<file path="src/rtl/fixed_order_selector.sv">
// fixed_order_selector
//   Evaluates the fixed polynomial predictors of order 0..MAX_ORDER on a
//   block of PCM samples. For each order it sums the absolute residuals over
//   the block. After the last sample of a block it reports the order with the
//   smallest sum; on a tie the lowest order wins.
//
// Ports
//   iClock       sole clock, rising edge
//   iReset_n     asynchronous active-low reset
//   iEnable      sample qualifier; iSample is taken on an edge where it is 1
//   iSample      signed PCM sample, SAMPLE_W bits
//   oBest        chosen predictor order, 0..MAX_ORDER
//   oBestSum     sum of absolute residuals belonging to oBest
//   oValid       one-cycle pulse qualifying oBest/oBestSum
//   oBlockStart  1 while the next accepted sample is index 0 of a block
module fixed_order_selector #(
  parameter int  SAMPLE_W   = 16,
  parameter int  BLOCK_SIZE = 4096,
  parameter int  MAX_ORDER  = 4,
  localparam int RES_W      = SAMPLE_W + MAX_ORDER,
  localparam int IDX_W      = $clog2(BLOCK_SIZE),
  localparam int SUM_W      = RES_W + IDX_W
) (
  input  logic                       iClock,
  input  logic                       iReset_n,
  input  logic                       iEnable,
  input  logic signed [SAMPLE_W-1:0] iSample,
  output logic [2:0]                 oBest,
  output logic [SUM_W-1:0]           oBestSum,
  output logic                       oValid,
  output logic                       oBlockStart
);

  localparam logic [IDX_W-1:0] LAST_IDX = IDX_W'(BLOCK_SIZE - 1);

  // Sample index within the current block and the difference history.
  // hist_r[k] is the previous value of residual e_k.
  logic [IDX_W-1:0]        idx_r;
  logic signed [RES_W-1:0] hist_r [0:MAX_ORDER-1];
  logic signed [RES_W-1:0] res_s  [0:MAX_ORDER];

  // Stage 1: masked absolute residuals plus block position flags.
  logic [RES_W-1:0] abs1_r [0:MAX_ORDER];
  logic             v1_r;
  logic             first1_r;
  logic             last1_r;

  // Stage 2: running sums; done2_r marks that the sums are final.
  logic [SUM_W-1:0] acc_r [0:MAX_ORDER];
  logic             done2_r;

  // Compare stage: frozen copy of the finished block's sums, so the next
  // block may start accumulating immediately.
  logic [SUM_W-1:0] snap_r [0:MAX_ORDER];
  logic             v3_r;

  logic [2:0]       best_s;
  logic [SUM_W-1:0] best_sum_s;

  // |v| fits in RES_W unsigned bits, including the most negative value.
  function automatic logic [RES_W-1:0] abs_res(input logic signed [RES_W-1:0] v);
    if (v[RES_W-1]) begin
      return RES_W'(-v);
    end else begin
      return RES_W'(v);
    end
  endfunction

  // Residual chain: e0 = x, ek = e(k-1) - previous e(k-1), full width.
  always_comb begin
    res_s[0] = {{MAX_ORDER{iSample[SAMPLE_W-1]}}, iSample};
    for (int k = 1; k <= MAX_ORDER; k++) begin
      res_s[k] = res_s[k-1] - hist_r[k-1];
    end
  end

  // Block index counter and difference history; both hold during gaps and
  // the history deliberately carries across block boundaries.
  always_ff @(posedge iClock or negedge iReset_n) begin
    if (!iReset_n) begin
      idx_r <= {IDX_W{1'b0}};
      for (int k = 0; k < MAX_ORDER; k++) begin
        hist_r[k] <= {RES_W{1'b0}};
      end
    end else if (iEnable) begin
      idx_r <= (idx_r == LAST_IDX) ? {IDX_W{1'b0}} : idx_r + IDX_W'(1);
      for (int k = 0; k < MAX_ORDER; k++) begin
        hist_r[k] <= res_s[k];
      end
    end
  end

  // Stage 1: order k ignores the first k samples of a block, whose residual
  // would otherwise reach back into the previous block.
  always_ff @(posedge iClock or negedge iReset_n) begin
    if (!iReset_n) begin
      v1_r     <= 1'b0;
      first1_r <= 1'b0;
      last1_r  <= 1'b0;
      for (int k = 0; k <= MAX_ORDER; k++) begin
        abs1_r[k] <= {RES_W{1'b0}};
      end
    end else begin
      v1_r <= iEnable;
      if (iEnable) begin
        first1_r <= (idx_r == {IDX_W{1'b0}});
        last1_r  <= (idx_r == LAST_IDX);
        for (int k = 0; k <= MAX_ORDER; k++) begin
          abs1_r[k] <= (idx_r < IDX_W'(k)) ? {RES_W{1'b0}} : abs_res(res_s[k]);
        end
      end
    end
  end

  // Stage 2: accumulate; the first sample of a block restarts each sum.
  always_ff @(posedge iClock or negedge iReset_n) begin
    if (!iReset_n) begin
      done2_r <= 1'b0;
      for (int k = 0; k <= MAX_ORDER; k++) begin
        acc_r[k] <= {SUM_W{1'b0}};
      end
    end else begin
      done2_r <= v1_r & last1_r;
      if (v1_r) begin
        for (int k = 0; k <= MAX_ORDER; k++) begin
          acc_r[k] <= (first1_r ? {SUM_W{1'b0}} : acc_r[k]) + SUM_W'(abs1_r[k]);
        end
      end
    end
  end

  // Snapshot of the finished sums into the compare stage.
  always_ff @(posedge iClock or negedge iReset_n) begin
    if (!iReset_n) begin
      v3_r <= 1'b0;
      for (int k = 0; k <= MAX_ORDER; k++) begin
        snap_r[k] <= {SUM_W{1'b0}};
      end
    end else begin
      v3_r <= done2_r;
      if (done2_r) begin
        for (int k = 0; k <= MAX_ORDER; k++) begin
          snap_r[k] <= acc_r[k];
        end
      end
    end
  end

  // Minimum search; strict less-than keeps the lowest order on ties.
  always_comb begin
    best_s     = 3'd0;
    best_sum_s = snap_r[0];
    for (int k = 1; k <= MAX_ORDER; k++) begin
      if (snap_r[k] < best_sum_s) begin
        best_s     = 3'(k);
        best_sum_s = snap_r[k];
      end else begin
        best_s     = best_s;
        best_sum_s = best_sum_s;
      end
    end
  end

  // Registered result; held until the next block completes.
  always_ff @(posedge iClock or negedge iReset_n) begin
    if (!iReset_n) begin
      oValid   <= 1'b0;
      oBest    <= 3'd0;
      oBestSum <= {SUM_W{1'b0}};
    end else begin
      oValid <= v3_r;
      if (v3_r) begin
        oBest    <= best_s;
        oBestSum <= best_sum_s;
      end
    end
  end

  assign oBlockStart = (idx_r == {IDX_W{1'b0}});

endmodule

</file>
<file path="config.mk">
export PLATFORM = sky130hd
export DESIGN_NAME = fixed_order_selector
export DESIGN_NICKNAME = d
export VERILOG_FILES = /design/src/rtl/fixed_order_selector.sv
export SDC_FILE = /design/constraint.sdc
export NUM_CORES = 2
export LEC_CHECK = 0
export ABC_CLOCK_PERIOD_IN_PS = 25300
export CORE_AREA = 2 2 348 350
export CTS_BUF_LIST = sky130_fd_sc_hd__clkbuf_4 sky130_fd_sc_hd__clkbuf_8 sky130_fd_sc_hd__clkbuf_16
export DETAILED_ROUTE_END_ITERATION = 7
export DIE_AREA = 0 0 350 352
export HOLD_SLACK_MARGIN = 0.15
export SLEW_MARGIN = 5
export SYNTH_ARGS = -nofsm -noshare
export SYNTH_HDL_FRONTEND = slang
export SYNTH_SLANG_ARGS = --single-unit
</file>
<file path="constraint.sdc">
create_clock -name iClock -period 25.3 [get_ports iClock]
set_input_delay 5.06 -clock iClock [delete_from_list [all_inputs] [get_ports iClock]]
set_output_delay 5.06 -clock iClock [all_outputs]
set_load 0.02 [all_outputs]
</file>
* Word level (Yosys, flattened, before mapping)
Index checks and enable logic that the tools add are counted.
** Operators by class
- $add $sub $neg :: 15
- Magnitude comparators :: 9
- Bitwise logic cells :: 1
- Reduce and logical (&&, ||, !) cells :: 1
- Muxes and demuxes :: 24
- Equality and inequality tests :: 1
** Operators with widths (count)
- 32-bit two-way mux :: 9
- 20-bit two-way mux :: 10
- 32-bit by 20-bit adder with 32-bit output :: 5
- 32-bit < comparator :: 4
- 20-bit negation :: 3
- 20-bit subtractor :: 2
- 12-bit by 1-bit < comparator with 1-bit output, second input constant :: 2
- 12-bit by 2-bit < comparator with 1-bit output, second input constant :: 2
- 16-bit negation with 20-bit output :: 1
- 17-bit negation with 20-bit output :: 1
- 17-bit by 17-bit subtractor with 18-bit output :: 1
- 16-bit by 16-bit subtractor with 17-bit output :: 1
- 12-bit by 1-bit adder with 12-bit output, second input constant :: 1
- 12-bit == test, second input constant :: 1
- 12-bit zero test :: 1
- 12-bit by 3-bit < comparator with 1-bit output, second input constant :: 1
- 12-bit two-way mux :: 1
- 3-bit two-way mux :: 3
- 1-bit AND :: 1
- 1-bit two-way mux :: 1
** Word-level totals
- Word-level logic and storage cells :: 79
- Input bits :: 19
- Register bits :: 546

* Logic depth before layout (Yosys ltp)
- Depth after elaboration :: 8
- Gate-level depth with buffers :: 46

* Worst setup path before layout
Ideal clock, no wire load.
- Path kind :: input-to-reg
- From :: input iSample[0]
- To :: register abs1_r[11] (netlist name)
- Setup slack :: 12930 ps
- Arrival :: 12238 ps
- Stages on the path :: 36
- Buffers on the path :: 1
- Setup time :: 132 ps
- Path through :: inv_1 -> ha_1 -> inv_1 -> fa_1 -> a21o_1 -> a21oi_1 -> o21bai_1 -> a21o_1 -> a21oi_1 -> o21ba_2 -> xor2_1 -> inv_1 -> ha_1 -> nand2_1 -> a21o_1 -> and3_1 -> or4_1 -> nand3_1 -> ha_1 -> and2_1 -> a31o_2 -> a31o_2 -> a211oi_1 -> ha_1 -> and2_1 -> o21ai_0 -> nand2_1 -> a41o_1 -> a31oi_1 -> a211o_1 -> o311ai_0 -> xnor2_1 -> buf_2 -> nor2_1 -> xnor2_1 -> o2bb2ai_1
** RTL lines
- start, declared :: line 27 : input logic signed [SAMPLE_W-1:0] iSample,
- end signal, assigned by index :: line 101 : abs1_r[k] <= {RES_W{1'b0}};
- end signal, assigned by index :: line 109 : abs1_r[k] <= (idx_r < IDX_W'(k)) ? {RES_W{1'b0}} : abs_res(res_s[k]);
- end, declared :: line 43 : logic [RES_W-1:0] abs1_r [0:MAX_ORDER];

==> impl_results.md <==
* Total wire length at between 90 and 100 mm
* Routed via count at between 20,000 and 30,000
* Reg2reg start: snap_r[157]
* N_diodes at 0
* Setup Viol. Count Final at 0
* Netlist area before placement at roughly 36,000 sq um
* Fraction of the yosys area taken by sequential cells at 38.1%
* Commonest register cell after synthesis: dfrtp_1
* Switch Pwr at between 2 and 3 mW
* Mapped Nets at roughly 4,000
* Die Span Y at 352 microns
* Int Power at between 3 and 4 mW
* CP endpoint kind: flop
* Storage cell area at between 10,000 and 15,000 sq um
* WL/cell at 16.8 microns
* Clock tree buffer depth at 3
* I/O Pins at 56
* FF-to-FF setup slack at between 10,000 and 15,000 ps
* Most frequent cells in the layout: 540 x dfrtp_1, 394 x nand2_1, 298 x ha_1
* Largest delay share family, worst path: compound AO/OA/AOI/OAI gates
* Hpwl dp at between 60 and 70 mm
* Synthesized flop and latch total at ~540
* Initial Util at 29.9%
* Global-route usage over all layers at approximately 15%
* Clock Latency Late Sink at 660 ps
* Comb pwr share at 64.2%
* Fin worst setup slack at between 10,000 and 15,000 ps
* Status: completed
* Setup WS pre-CTS at roughly 12,000 ps
* Htree depth at 2
* Critical path peak fanout at 17
* Final period utilization at between 50% and 60%
* Root buf cell: clkbuf_16
* CP bufs+invs at 5
* Ys Warns at 0
* Final Skew at ~25 ps
* CTS tree: done
* Largest net degree at the start of global routing at 155
* Antenna violations before repair at 0
* Post-CTS sizing at 0
* WP depth at 37
* Sequential power share at 20.2%
* TritonCTS buffer count at 61
* Worst Hold Class: flop to flop
* First-pass GRT wire length at around 150 mm
* Critical path arrival at 13,510 ps
* Layout cell share with drive strength beyond 1 at 11.6%
* Synth cell types at ~100
* Synth Area in XOR/XNOR at under 10%
* DRC Markers at 0
* Sw frac at between 40% and 50%
* Worst setup SP type: primary input
* Gpl congestion at between 0.8 and 0.9
* Asr flop ratio synth at 100%
* Crit path top cell by count: ha_1
* Post-route ant nets at 0
* DIE WIDTH at 350 microns
* Fin nets at ~4,100
* DRT iter0 DRCs at approximately 1,600
* Max_slew headroom at 19.3%
* Rows at 127
* WHS Endpoint: oBest[0]
* Fin crit period at between 10,000 and 15,000 ps
* RSZ-0062 raised after global routing: no
* # hold bufs at CTS at 0
* Clock share of power at around 16%
* Port bufs at 55
* Max VDD drop at between 0.15 and 0.2 mV
* Max-slew violations at 0
* Via density at around 5.1
* Reg2reg end: oBest[2]
* Post-synth EDFFs at 0
* Hold path depth at 1
* Overflow after GRT at 0
* Filler cell count at approximately 12,000
* Worst r2r path cells at 39
* Vias in the first global route at roughly 27,000
* Max-cap viol count at 0
* FMAX at 0.0770 GHz
* Simple-gate share of the synthesized area at around 15%
* Slowest CP cell: a211oi_1
* Largest family of logic cells by synthesized area: compound AO/OA/AOI/OAI gates
* Clk sinks at roughly 540
* Final hold vios at 0
* Syn Inst Count at roughly 3,800
* Synth Area in Compound Gates at 18.4%
* Most common cell after layout, fill and taps aside: dfrtp_1
* Crit path required time at around 26,000 ps
* Largest stage delay, worst path at between 500 and 600 ps
* Die ar. at roughly 120,000 sq um
* Post-CTS Setup Inserts at 0
* Synth Area per Inst at roughly 9.4 sq um
* Core area at 119,000 sq um
* Post-synthesis mux area share at just over 7%
* Clock transition at path regs at around 60 ps
* Worst-Margin Slew at ~1200 ps
* Drt pass-1 iters at 5
* CP Class: primary input to flop
* Worst hold start: oBest[0]
* Synth Area in Adders at a little over a tenth
* Total power at 6.08 mW
* Pwr Density at approximately 150 nW/um^2
* Leakage at roughly 18 nW
* Total negative setup slack at 0 ps
* Multi-input gate area at between 20,000 and 25,000 sq um
* Area delta synth->final at 12.5%
-- metal layers --
| metal | global-route usage, % | share of wire, % | vias up |
|---|---|---|---|
| met3 | 1.91 | 3.3 | 154 |
| li1 | - | - | 13600 |
| met4 | 5.60 | 3.7 | 0 |
| met1 | 19.9 | 46 | 13400 |
| met5 | 0 | 0 | - |
| met2 | 23.9 | 47 | 430 |
-- logic make-up after synthesis --
family                   Yosys count
AND/OR/NAND/NOR                 1132
AO/OA/AOI/OAI                    946
flip-flops                       543
buffers and inverters            403
adder cells (fa/ha/maj)          307
multiplexers                     234
XOR/XNOR                         224
-- per-stage QoR --
step           utilization, %  area (sq um)  std cells  hold WS [ps]
6_report                 33.6         40100       5459           487
3_3_place_gp             31.8         38000       5344           471
5_1_grt                  33.6         40100       5459           507
2_1_floorplan               -         35700       3789           352
4_1_cts                  33.6         40100       5459           491
3_5_place_dp             31.8         38000       5344           473
-- flip-flops by register name, summed over array words and instances (netlist names), 3 cells and up --
signal,cells
abs1_r,99
acc_r,160
hist_r,71
idx_r,12
oBest,3
oBestSum,32
snap_r,160
-- Yosys cell counts, drive strengths merged, types with 31 or more instances --
cell type,n,area (sq um)
nor2,220,831
o2bb2ai,44,385
o311ai,43,572
o2111ai,38,339
nor2b,149,940
mux2i,38,380
a21o,55,414
clkbuf,114,428
o21a,34,264
nand2,395,1490
ha,298,3730
nor3,66,335
buf,31,148
mux2,196,2210
xnor2,146,1290
inv,255,957
nand3,73,365
dfrtp,543,13600
or3,31,195
a21oi,188,960
xor2,78,691
nand4,39,244
and3,31,195
o31ai,54,410
o21ai,270,1360
a211oi,32,255
-- power by group through the flow --
| stage | clock network, mW | registers [mW] | logic [mW] |
|---|---|---|---|
| global placement | 0 | 1.24 | 3.83 |
| detailed placement | 0 | 1.24 | 3.88 |
| floorplan | 0 | 1.17 | 3.09 |
| global route | 1.00 | 1.25 | 4.37 |
| finish | 0.948 | 1.23 | 3.90 |
| CTS | 0.970 | 1.23 | 3.90 |
-- worst max-delay path by stage --
stage,to,start
6_report,abs1_r[14],iSample[0]
5_1_grt,abs1_r[17],iSample[0]
4_1_cts,abs1_r[14],iSample[0]
3_5_place_dp,abs1_r[14],iSample[0]
3_3_place_gp,abs1_r[14],iSample[0]
2_1_floorplan,abs1_r[11],iSample[0]
-- layout make-up --
class                   count  share of cell area, %
clock buffers              85                   4.47
clock inverters            30                  0.839
inverters                 258                   2.41
multi-input cells        2843                   51.3
flip-flops and latches    543                   33.9
well taps                1612                   5.03
repair buffers             88                   2.07
Note: power is estimated with default switching activity, not from simulation.
